--- config.mk ---
export PLATFORM = sky130hd
export DESIGN_NAME = barrel_collision
export DESIGN_NICKNAME = d
export VERILOG_FILES = /design/src/rtl/barrel_collision.sv
export SDC_FILE = /design/constraint.sdc
export NUM_CORES = 1
export LEC_CHECK = 0
export CORE_MARGIN = 2
export CORE_UTILIZATION = 56
export DETAILED_ROUTE_END_ITERATION = 10
export GPL_TIMING_DRIVEN = 1
export PLACE_DENSITY = 0.88
export SKIP_CTS_REPAIR_TIMING = 1
export SKIP_LAST_GASP = 1
export SYNTH_ARGS = -nofsm -noshare
export SYNTH_HDL_FRONTEND = slang
export SYNTH_SLANG_ARGS = --single-unit
--- constraint.sdc ---
create_clock -name frame_clk -period 6.8 [get_ports frame_clk]
set_input_delay 1.02 -clock frame_clk [delete_from_list [all_inputs] [get_ports frame_clk]]
set_output_delay 1.02 -clock frame_clk [all_outputs]
set_load 0.03 [all_outputs]
--- src/rtl/barrel_collision.sv ---
// Player/barrel collision, lives and invulnerability tracking, and jump-over scoring.
// All state updates on the rising frame clock; every output is registered.
module barrel_collision #(
    parameter int unsigned LIVES_INIT = 3,
    parameter int unsigned INV_FRAMES = 60,
    parameter int unsigned JUMP_WIN   = 40,
    parameter int unsigned POINTS     = 100
) (
    input  logic        frame_clk,
    input  logic        Reset,
    input  logic        pause,
    input  logic        enter,
    input  logic [9:0]  PlayerX,
    input  logic [9:0]  PlayerY,
    input  logic [9:0]  PlayerS,
    input  logic [39:0] BarrelX,
    input  logic [39:0] BarrelY,
    input  logic [39:0] BarrelS,
    input  logic [3:0]  barrel_en,
    output logic        hit,
    output logic [2:0]  lives,
    output logic        invuln,
    output logic        game_over,
    output logic [15:0] score
);
    localparam int unsigned NB    = 4;
    localparam int unsigned CW    = 11;
    localparam int unsigned SW    = 12;
    localparam int unsigned CNT_W = 16;
    localparam logic [CNT_W-1:0] INV_LOAD  = (INV_FRAMES == 0) ? CNT_W'(1) : CNT_W'(INV_FRAMES);
    localparam logic [2:0]       LIVES_RST = 3'(LIVES_INIT);
    localparam logic signed [SW-1:0] JW    = $signed(SW'(JUMP_WIN));

    typedef enum logic [1:0] {PLAY, HIT, OVER} state_t;

    state_t            state, state_n;
    logic [2:0]        lives_n;
    logic [CNT_W-1:0]  inv_cnt, inv_cnt_n;
    logic [NB-1:0]     latch, latch_n;
    logic              hit_n, invuln_n, game_over_n;
    logic [15:0]       score_n;

    logic [NB-1:0]     overlap, jump, clr, fresh;
    logic [2:0]        fresh_cnt;
    logic [31:0]       sum;

    // Per-barrel geometry: overlap, clean jump-over, and latch-release conditions.
    always_comb begin
        logic [CW-1:0] px, py, ps, bx, by, bs, dx, dy, r;
        logic [SW-1:0] pbot;
        logic signed [SW-1:0] btop, rise;
        overlap = '0;
        jump    = '0;
        clr     = '0;
        px = CW'(PlayerX);
        py = CW'(PlayerY);
        ps = CW'(PlayerS);
        bx = '0; by = '0; bs = '0; dx = '0; dy = '0; r = '0;
        pbot = '0; btop = '0; rise = '0;
        for (int i = 0; i < NB; i++) begin
            bx = CW'(BarrelX[10*i +: 10]);
            by = CW'(BarrelY[10*i +: 10]);
            bs = CW'(BarrelS[10*i +: 10]);
            dx = (px >= bx) ? px - bx : bx - px;
            dy = (py >= by) ? py - by : by - py;
            r  = ps + bs;
            pbot = SW'(py) + SW'(ps);
            btop = $signed(SW'(by)) - $signed(SW'(bs));
            rise = $signed(SW'(by)) - $signed(SW'(py));
            overlap[i] = barrel_en[i] && (dx < r) && (dy < r);
            jump[i]    = barrel_en[i] && (dx < r) && !btop[SW-1]
                         && (pbot <= SW'(btop)) && (rise <= JW);
            clr[i]     = !barrel_en[i] || (dx >= r);
        end
    end

    // Points for barrels newly cleared this frame, saturating at 16 bits.
    always_comb begin
        fresh     = jump & ~latch;
        fresh_cnt = '0;
        for (int i = 0; i < NB; i++) begin
            fresh_cnt = fresh_cnt + 3'(fresh[i]);
        end
        sum = 32'(score) + 32'(fresh_cnt) * 32'(POINTS);
    end

    // Next-state and registered-output logic.
    always_comb begin
        state_n     = state;
        lives_n     = lives;
        inv_cnt_n   = inv_cnt;
        latch_n     = latch;
        score_n     = score;
        hit_n       = 1'b0;
        if (pause) begin
            if (enter) begin
                state_n   = PLAY;
                lives_n   = LIVES_RST;
                inv_cnt_n = '0;
                latch_n   = '0;
                score_n   = '0;
            end
        end else begin
            case (state)
                PLAY: begin
                    latch_n = (latch | jump) & ~clr;
                    if (|overlap) begin
                        hit_n = 1'b1;
                        if (lives <= 3'd1) begin
                            state_n = OVER;
                            lives_n = '0;
                        end else begin
                            state_n   = HIT;
                            lives_n   = lives - 3'd1;
                            inv_cnt_n = INV_LOAD;
                        end
                    end else begin
                        score_n = (sum > 32'hFFFF) ? 16'hFFFF : sum[15:0];
                    end
                end
                HIT: begin
                    latch_n = (latch | jump) & ~clr;
                    score_n = (sum > 32'hFFFF) ? 16'hFFFF : sum[15:0];
                    if (inv_cnt <= CNT_W'(1)) begin
                        state_n   = PLAY;
                        inv_cnt_n = '0;
                    end else begin
                        inv_cnt_n = inv_cnt - CNT_W'(1);
                    end
                end
                OVER: ;
                default: state_n = PLAY;
            endcase
        end
        invuln_n    = (state_n == HIT);
        game_over_n = (state_n == OVER);
    end

    always_ff @(posedge frame_clk or posedge Reset) begin
        if (Reset) begin
            state     <= PLAY;
            lives     <= LIVES_RST;
            inv_cnt   <= '0;
            latch     <= '0;
            score     <= '0;
            hit       <= 1'b0;
            invuln    <= 1'b0;
            game_over <= 1'b0;
        end else begin
            state     <= state_n;
            lives     <= lives_n;
            inv_cnt   <= inv_cnt_n;
            latch     <= latch_n;
            score     <= score_n;
            hit       <= hit_n;
            invuln    <= invuln_n;
            game_over <= game_over_n;
        end
    end
endmodule

==> flow_summary_export.csv, run 1 <==
group,metric,value,unit
clock_network,htreeDepth,2,
sta,worst-ep-kind,"sequential cell input",
synth,syn_inst,2126,
synth,netlist_top_cells_count,"ha_1 (387), inv_1 (265), a21oi_1 (183), o21ai_0 (140), nand2_1 (126)",
clock_network,cts_sinks,43,
synth,synth_area_leaders,"ha_1 (30%), dfrtp_1 (6.3%), inv_1 (6.1%)",
placement,gp_congestion,1.12,
synth,syn_nets,2700,
synth,ys_warn_count,0,
grt,grtUsageTotal,0.745,
synth,seq_area_frac_synth,0.0661,
synth,synth-seq-cells,43,
run_status,haltStage,"global routing",
synth,synth_area,16300,um^2
synth,synth_top_area_frac,0.297,
synth,synth_edf_count,0,
sta,grt-worst-endpoint,"score[4]$_DFFE_PP0P_/D",
floorplan,rows,62,
floorplan,die_x,175,um
placement,port_buffers,179,
grt,overflow,24,
run_status,tool.error,"[ERROR GRT-0232] Routing congestion too high. Check the congestion heatmap in the GUI.",
synth,syn_area_per_cell,7.68,um^2
run_status,run_status,"stopped before the end",
grt,grt_start_max_net_pins,44,
clock_network,cts_buffers,5,
synth,yosysMostFrequentCell,"ha_1",
placement,place_hpwl,56800,um
synth,synth_cell_types,86,
clock_network,cts-root-buf,"clkbuf_16",
floorplan,start_util,0.569,
clock_network,clk_path_buf_depth,2,
synth,yosys.area.top_type,"ha_1",
floorplan,die_h,175,um
synth,synth_flop_cell,"dfrtp_1",
floorplan,io_pins,180,
synth,async_reset_ff_frac,1.00,
[routing by layer]
metal  overflow  global-route usage
met3          1               0.646
met2         15               0.878
met1          1               0.735
met4          7               0.738
met5          0               0.343
[through the flow]
step / setup TNS [ps] / hold slack (ps) / cells / setup WS (ps) / cell area, um^2
detailed placement: -36200 / 478 / 3124 / -1900 / 22400
CTS: -25430 / 489 / 3132 / -1600 / 22500
floorplan: -5280 / 442 / 2126 / -437 / 16600
global placement: -21890 / 461 / 3124 / -1450 / 22400
[logic make-up after synthesis]
logic type | synth area share
fa+ha+maj | 0.332
simple gates | 0.150
xor+xnor | 0.0800
compound gates | 0.254
flops | 0.0661
mux | 0.0410
buf+inv | 0.0773
==> run 2: changes to the inputs <==
CORE_UTILIZATION = 40   (was 56)
PLACE_DENSITY = unset   (was 0.88)
PLACE_DENSITY_LB_ADDON = 0.15   (was unset)
==> run 2 against run 1 <==
  * The flow now finishes, with violations (negative setup slack)
  * Synthesized area unchanged
  * Synthesized cell count did not move
==> flow_summary_export.csv, run 2 <==
group,metric,value,unit
worst_setup_path,slowest_stage,"or4b_4",
sta,setup_tns,-11450,ps
synth,netlist_top_cells_count,"ha_1 (387), inv_1 (265), a21oi_1 (183), o21ai_0 (140), nand2_1 (126)",
sta,finalCriticalPeriod,7630,ps
cells_and_area,drive_above_1_share,0.286,
worst_setup_path,r2r-end,"score[13]$_DFFE_PP0P_",
run_status,run_status,"finished, violations left",
sta,clock.fmax,131,MHz
worst_setup_path,startpoint,"BarrelX[30]",
worst_hold_path,hp-class,"flip-flop to flip-flop",
floorplan,core,40000,um^2
synth,syn_nets,2700,
placement,port_buffers,179,
placement,dpl.cell_count,3359,
synth,syn_inst,2126,
drt,vias,18100,
worst_hold_path,hp-start,"inv_cnt[15]$_DFFE_PP0P_",
worst_setup_path,worst_ep_arrival_time,7810,ps
worst_setup_path,critPathKind,"input pin to flip-flop",
power_and_ir_drop,vdd_drop_max,134,uV
cells_and_area,fin_util,0.611,
drt,viasPerCell,5.34,
worst_hold_path,whs_endpoint,"inv_cnt[15]$_DFFE_PP0P_",
worst_setup_path,slowest_delay,550,ps
cells_and_area,fillers,3594,
power_and_ir_drop,p_leak,12.6,nW
floorplan,io_pins,180,
cells_and_area,stdcell_count,3393,
floorplan,die_h,206,um
drt,dr.pass1.iters,7,
placement,place_hpwl,54400,um
worst_setup_path,crit_path_start_kind,"input pin",
sta,setup_viol,15,
job,cap_violations,0,
synth,synth_area_leaders,"ha_1 (30%), dfrtp_1 (6.3%), inv_1 (6.1%)",
drt,wl_per_cell,18.7,um
cells_and_area,fin_nets,3439,
sta,worst_hold_slack,484,ps
synth,synth_flop_cell,"dfrtp_1",
sta,fin_ws,-828,ps
grt,grt_start_max_net_pins,44,
cells_and_area,reg_top3,"inv_cnt x16, score x15, latch x4",
clock_network,clk_path_buf_depth,2,
run_status,violations,"negative setup slack",
worst_setup_path,r2r_start,"latch[0]$_DFFE_PP0P_",
synth,yosysMostFrequentCell,"ha_1",
floorplan,start_util,0.408,
power_and_ir_drop,power_per_cell_area,160,nW/um^2
synth,async_reset_ff_frac,1.00,
clock_network,cts_sinks,43,
cells_and_area,layout_commonest_cell,"buf_4",
drt,remaining_drc_errors,0,
sta,rsz0062_at_grt,"true",
drt,wl,63300,um
synth,ys_warn_count,0,
placement,post-place-ws,-1740,ps
floorplan,rows,73,
clock_network,clk_latency,300,ps
drt,ant_nets,0,
sta,skew,12.2,ps
synth,seq_area_frac_synth,0.0661,
synth,synth_edf_count,0,
grt,antenna_found_initial,2,
placement,gp_congestion,0.958,
clock_network,htreeDepth,2,
sta,finalHoldViolCount,0,
cells_and_area,area_growth,49.8,%
drt,drt_iter0_drc,1051,
worst_setup_path,crit_path_end_kind,"flip-flop",
synth,syn_area_per_cell,7.68,um^2
clock_network,cts_buffers,5,
clock_network,cts-root-buf,"clkbuf_16",
worst_setup_path,reg2regPathDepth,17,
cells_and_area,layout_common_cells,"buf_4 (595), ha_1 (355), inv_1 (250), a21oi_1 (153), clkdlybuf4s50_1 (137)",
grt,grt_pass1_wl,95700,um
cells_and_area,top_register,"inv_cnt",
clock_network,cts_tree,"built",
grt,overflow,0,
synth,synth_area,16300,um^2
floorplan,die-area,42400,um^2
sta,slew_violations,0,
synth,synth_cell_types,86,
synth,synth_top_area_frac,0.297,
grt,grt_pass1_vias,18000,
worst_setup_path,crit_fanout,5,
cells_and_area,largest_register_ff_count,16,
worst_setup_path,rrSetupSlack,3090,ps
worst_hold_path,hold_depth,1,
synth,yosys.area.top_type,"ha_1",
sta,worst_slew_pin_slew,990,ps
floorplan,die_x,206,um
synth,synth-seq-cells,43,
sta,slew_headroom,0.339,
sta,fin_crit_sh,1.12,
worst_setup_path,cp.required,6990,ps
clock_network,cts.clk_slew.worst_paths,70,ps
grt,grtUsageTotal,0.291,
## run 2: cell counts after synthesis
No cell type changed its count.
## run 2: kinds of logic after synthesis
family          after synthesis  share of synthesized area
compound gates              639                      0.254
simple gates                488                      0.150
fa+ha+maj                   416                      0.332
buf+inv                     326                     0.0773
xor+xnor                    149                     0.0800
mux                          65                     0.0410
flops                        43                     0.0661
## run 2: metrics by stage
| stage | cell area (um^2) | total power, W |
|---|---|---|
| 2_1_floorplan | 16600 | 0.00211 |
| 3_3_place_gp | 23300 | 0.00335 |
| 3_5_place_dp | 23300 | 0.00342 |
| 4_1_cts | 23400 | 0.00377 |
| 5_1_grt | 24400 | 0.00427 |
| 6_report | 24400 | 0.00391 |
## run 2: layout make-up
type,count,area [um^2],share of cell area
clock inverters,2,60.1,0.00246
repair buffers,790,6580,0.269
well taps,525,657,0.0269
clock buffers,6,129,0.00527
diodes,2,5.00,0.000205
inverters,266,1010,0.0414
flip-flops and latches,43,1080,0.0441
multi-input cells,1759,14900,0.610
## run 2: critical path, delay by kind of cell
family,cells,cell delay (ps)
xor+xnor,1,90
fa+ha+maj,6,2090
buf+inv,5,820
mux,1,240
simple gates,8,1310
compound gates,13,2220
## run 2: worst max-delay path by stage
stage	to	slack, ps	cells past startpoint
floorplan	score[10]$_DFFE_PP0P_	-440	32
global placement	score[13]$_DFFE_PP0P_	-1590	32
detailed placement	score[13]$_DFFE_PP0P_	-1740	32
CTS	score[13]$_DFFE_PP0P_	-1450	32
global route	score[13]$_DFFE_PP0P_	-1160	37
finish	score[13]$_DFFE_PP0P_	-830	34
## run 2: layer usage
| metal | share of wire | wire (um) | GRT usage | up-vias |
|---|---|---|---|---|
| met4 | 0.036 | 2300 | 0.100 | 0 |
| met5 | 0 | 0 | 0 | - |
| met1 | 0.45 | 28400 | 0.380 | 8489 |
| li1 | - | - | - | 9045 |
| met3 | 0.050 | 3170 | 0.0292 | 99 |
| met2 | 0.47 | 29500 | 0.498 | 469 |
## run 2: power breakdown
group,switching (W),leakage (nW),internal [W]
logic,0.00163,12.0,0.00158
registers,0.0000591,0.577,0.000322
clock network,0.000110,0.0911,0.000211
total,0.00180,12.6,0.00212
Note: power is estimated with default switching activity, not from simulation.
